**src/rtl/clock_divider.sv**
```systemverilog
// Divides clk by 2*N into a 50 % duty square wave, with a one-cycle strobe
// in the clk domain at every output edge.
module clock_divider #(
    parameter int unsigned N  = 50_000,
    parameter int unsigned CW = (N > 1) ? $clog2(N) : 1
) (
    input  logic clk,
    input  logic rst,
    output logic clk_out,
    output logic tick
);

    localparam logic [CW-1:0] TERM = CW'(N - 1);

    logic [CW-1:0] cnt_q;
    logic [CW-1:0] cnt_d;
    logic          clk_out_q;
    logic          clk_out_d;
    logic          tick_q;
    logic          tick_d;

    // Next-state: wrap at N-1, toggling the output and firing the strobe there.
    always_comb begin
        cnt_d     = cnt_q;
        clk_out_d = clk_out_q;
        tick_d    = 1'b0;
        if (cnt_q == TERM) begin
            cnt_d     = '0;
            clk_out_d = ~clk_out_q;
            tick_d    = 1'b1;
        end else begin
            cnt_d     = cnt_q + CW'(1);
            clk_out_d = clk_out_q;
            tick_d    = 1'b0;
        end
    end

    // State registers, cleared asynchronously while rst is low.
    always_ff @(posedge clk or negedge rst) begin
        if (!rst) begin
            cnt_q     <= '0;
            clk_out_q <= 1'b0;
            tick_q    <= 1'b0;
        end else begin
            cnt_q     <= cnt_d;
            clk_out_q <= clk_out_d;
            tick_q    <= tick_d;
        end
    end

    assign clk_out = clk_out_q;
    assign tick    = tick_q;

endmodule

```
**config.mk**
```make
export PLATFORM = sky130hd
export DESIGN_NAME = clock_divider
export DESIGN_NICKNAME = d
export VERILOG_FILES = /design/src/rtl/clock_divider.sv
export SDC_FILE = /design/constraint.sdc
export NUM_CORES = 1
export LEC_CHECK = 0
export CAP_MARGIN = 20
export CORE_UTILIZATION = 61
export CTS_BUF_LIST = sky130_fd_sc_hd__clkbuf_2 sky130_fd_sc_hd__clkbuf_4 sky130_fd_sc_hd__clkbuf_8
export DETAILED_ROUTE_END_ITERATION = 16
export PLACE_DENSITY_LB_ADDON = 0.3
export SLEW_MARGIN = 20
export SYNTH_ARGS = -nofsm -noshare
export SYNTH_HDL_FRONTEND = slang
export SYNTH_SLANG_ARGS = --single-unit
export TNS_END_PERCENT = 10
```
**constraint.sdc**
```tcl
create_clock -name clk -period 2.1 [get_ports clk]
set_input_delay 0.525 -clock clk [delete_from_list [all_inputs] [get_ports clk]]
set_output_delay 0.525 -clock clk [all_outputs]
set_load 0.01 [all_outputs]
```
==> impl_metrics.py <==
metrics = {
    "run_status": {
        "status": "complete, no violations",
    },
    "layout": {
        "layout-drive-gt1-share_pct": 12.7,
        "final_area_um2": 912,
        "area_growth_pct": 10.1,
        "n_antenna_cell": 0,
        "nets": 83,
    },
    "grt": {
        "first_global_vias": 511,
        "grtUsageMet3_pct": 5.20,
        "antenna_found_initial": 0,
        "track_usage_pct": 24.8,
        "grt_pass1_wl_mm": 2.35,
        "grtUsageMet1_pct": 33.1,
        "overflow": 0,
        "globalRouteMet2Util_pct": 36.7,
        "grt_max_degree": 19,
        "busiest_layer": "met2",
    },
    "logic_synthesis": {
        "synth_edf_count": 0,
        "ys_warn_count": 0,
        "ys.flop_type": "dfrtp_1",
        "synth_area_leaders": "dfrtp_1, xnor2_1, xor2_1",
        "async_reset_ff_share_pct": 100,
        "syn_avg_cell_area_um2": 11.5,
        "yosysUniqueCellTypes": 22,
        "syn_nets": 75,
        "synth-seq-area-share_pct": 54.4,
        "yosys.area.top_type": "dfrtp_1",
        "syn_area_um2": 828,
        "ys_ff_latch": 18,
        "syn_inst": 72,
        "synth_top_area_share_pct": 54.4,
    },
    "setup_path": {
        "worstPathMaxFanout": 2,
        "cpLargestDelayFamily": "buffers and inverters",
        "cp-start-kind": "flip-flop",
        "end_kind": "output port",
        "cp_slowest_stage_delay_ps": 540,
        "crit_type": "reg -> out",
        "worstPathArrival_ps": 1200,
        "rrSetupSlack_ps": 470,
        "crit_chain": "clkdlybuf4s50_1",
        "crit_buf_inv": 1,
        "r2r_cells": 5,
        "cp.depth": 1,
        "r2r-end": "cnt_q[9]",
        "cp.required_ps": 1570,
        "r2r-start": "cnt_q[0]",
        "cp_slowest_cell": "clkdlybuf4s50_1",
    },
    "placement": {
        "dp_hpwl_um": 965,
        "post_dp_cell_area_um2": 876,
        "gp_congestion": 0.678,
        "io_buffer_count": 3,
    },
    "clock_network": {
        "cts_sinks": 18,
        "cts_hold_buf": 0,
        "cts_max_level": 1,
        "clock_latency_ps": 290,
        "cts_root_buf": "clkbuf_4",
        "post-cts-setup-buffers": 0,
        "clk_path_buf_depth": 2,
        "cts_buffers": 3,
        "cts-resized-gates": 0,
        "path_clk_slew_ps": 90,
        "cts_tree": "built",
    },
    "floorplan": {
        "ioPinCount": 4,
        "die_area_um2": 1510,
        "die_y_um": 38.9,
        "fp.dieW_um": 38.9,
        "rows": 12,
        "initial_core_util_pct": 69.8,
        "core_area_um2": 1190,
    },
    "flow_run": {
        "cap_viol_max_count": 0,
    },
    "power": {
        "p_leak_nw": 0.451,
        "powerDensity_nw_per_um2": 617,
        "peakVddDrop_v": 0.000464,
    },
    "routing": {
        "final_antenna_net_count": 0,
        "via_count": 531,
        "via_per_inst": 5.71,
        "drt_pre_antenna_iters": 4,
        "drtIter0Drc": 9,
        "wirelength_mm": 1.33,
        "wl_per_cell_um": 14.3,
        "drcViolationCount": 0,
    },
    "sta": {
        "worstMarginPinSlew_ps": 386,
        "finalSetupTns_ps": 0,
        "rsz0062_at_grt": "false",
        "slew_headroom_pct": 74.2,
        "finalClockSkew_ps": 3.37,
        "setup_viol": 0,
        "hold_violations": 0,
        "period_needed_ps": 1720,
        "drv_slew": 0,
        "max_freq_ghz": 0.581,
        "period_share_pct": 82.0,
        "worst_hold_slack_ps": 471,
    },
    "worst_hold_path": {
        "holdPathStages": 1,
        "hp-class": "reg -> reg",
        "worstHoldStart": "clk_out",
        "whs_endpoint": "clk_out",
    },
}
==> flip-flops by register name, indices dropped and copies added, names as in the netlist <==
| signal | cells |
|---|---|
| cnt_q | 16 |
| clk_out | 1 |
| tick | 1 |
==> logic make-up after synthesis <==
group / after synthesis / share of synthesized area (%)
buffers and inverters: 3 / 1.81
XOR/XNOR: 14 / 14.8
AND/OR/NAND/NOR: 35 / 26.3
multiplexers: 1 / 1.21
adder cells (fa/ha/maj): 1 / 1.51
flip-flops: 18 / 54.4
==> cells in the mapped netlist, drive strengths merged, types with 2 or more instances <==
| library cell | n |
|---|---|
| nor2 | 11 |
| nand2 | 4 |
| xor2 | 6 |
| inv | 2 |
| nand3 | 5 |
| nand4 | 5 |
| dfrtp | 18 |
| nor4 | 2 |
| xnor2 | 8 |
==> layout make-up <==
class                      count  area [um2]
clock buffer                   4        36.3
fill                          74         274
inverter                       2        7.51
multi-input combinational     51         363
sequential                    18         450
tap                           14        17.5
timing repair buffer           4        37.5
==> metrics by stage <==
step	worst slack [ps]	cells	util [%]	power, mW
6_report	379	93	76.9	0.563
5_1_grt	277	93	76.9	0.586
4_1_cts	367	93	76.9	0.571
3_5_place_dp	462	89	73.8	0.363
3_3_place_gp	539	89	73.8	0.363
2_1_floorplan	750	72	-	0.353
==> power by group <==
group	leakage, nW	switching (mW)	internal [mW]
registers	0.237	0	0.346
logic	0.193	0.00637	0.00285
clock network	0.0210	0.102	0.106
total	0.451	0.108	0.455
==> layer usage <==
layer	routed length, um	up-vias
met5	0	-
met4	34	0
met3	40	5
met2	618	9
met1	640	257
li1	-	260
==> layout by cell type (no fill, tap or decap), types with 3 or more instances in the layout <==
cell | netlist | routed
nand2_1 | 4 | 4
dfrtp_1 | 18 | 18
clkbuf_4 | 0 | 3
xnor2_1 | 8 | 8
nor2_1 | 10 | 10
xor2_1 | 6 | 6
nand3_1 | 5 | 5
nand4_1 | 3 | 3
clkdlybuf4s50_1 | 0 | 3
==> worst max path at each step <==
| stage | startpoint | end | slack (ps) |
|---|---|---|---|
| floorplan | cnt_q[0] | clk_out | 750 |
| global placement | cnt_q[0] | cnt_q[9] | 540 |
| finish | clk_out | clk_out | 380 |
| detailed placement | cnt_q[0] | cnt_q[9] | 460 |
| CTS | clk_out | clk_out | 370 |
| global route | cnt_q[0] | cnt_q[9] | 280 |
Power figures use the tool's default switching activity.
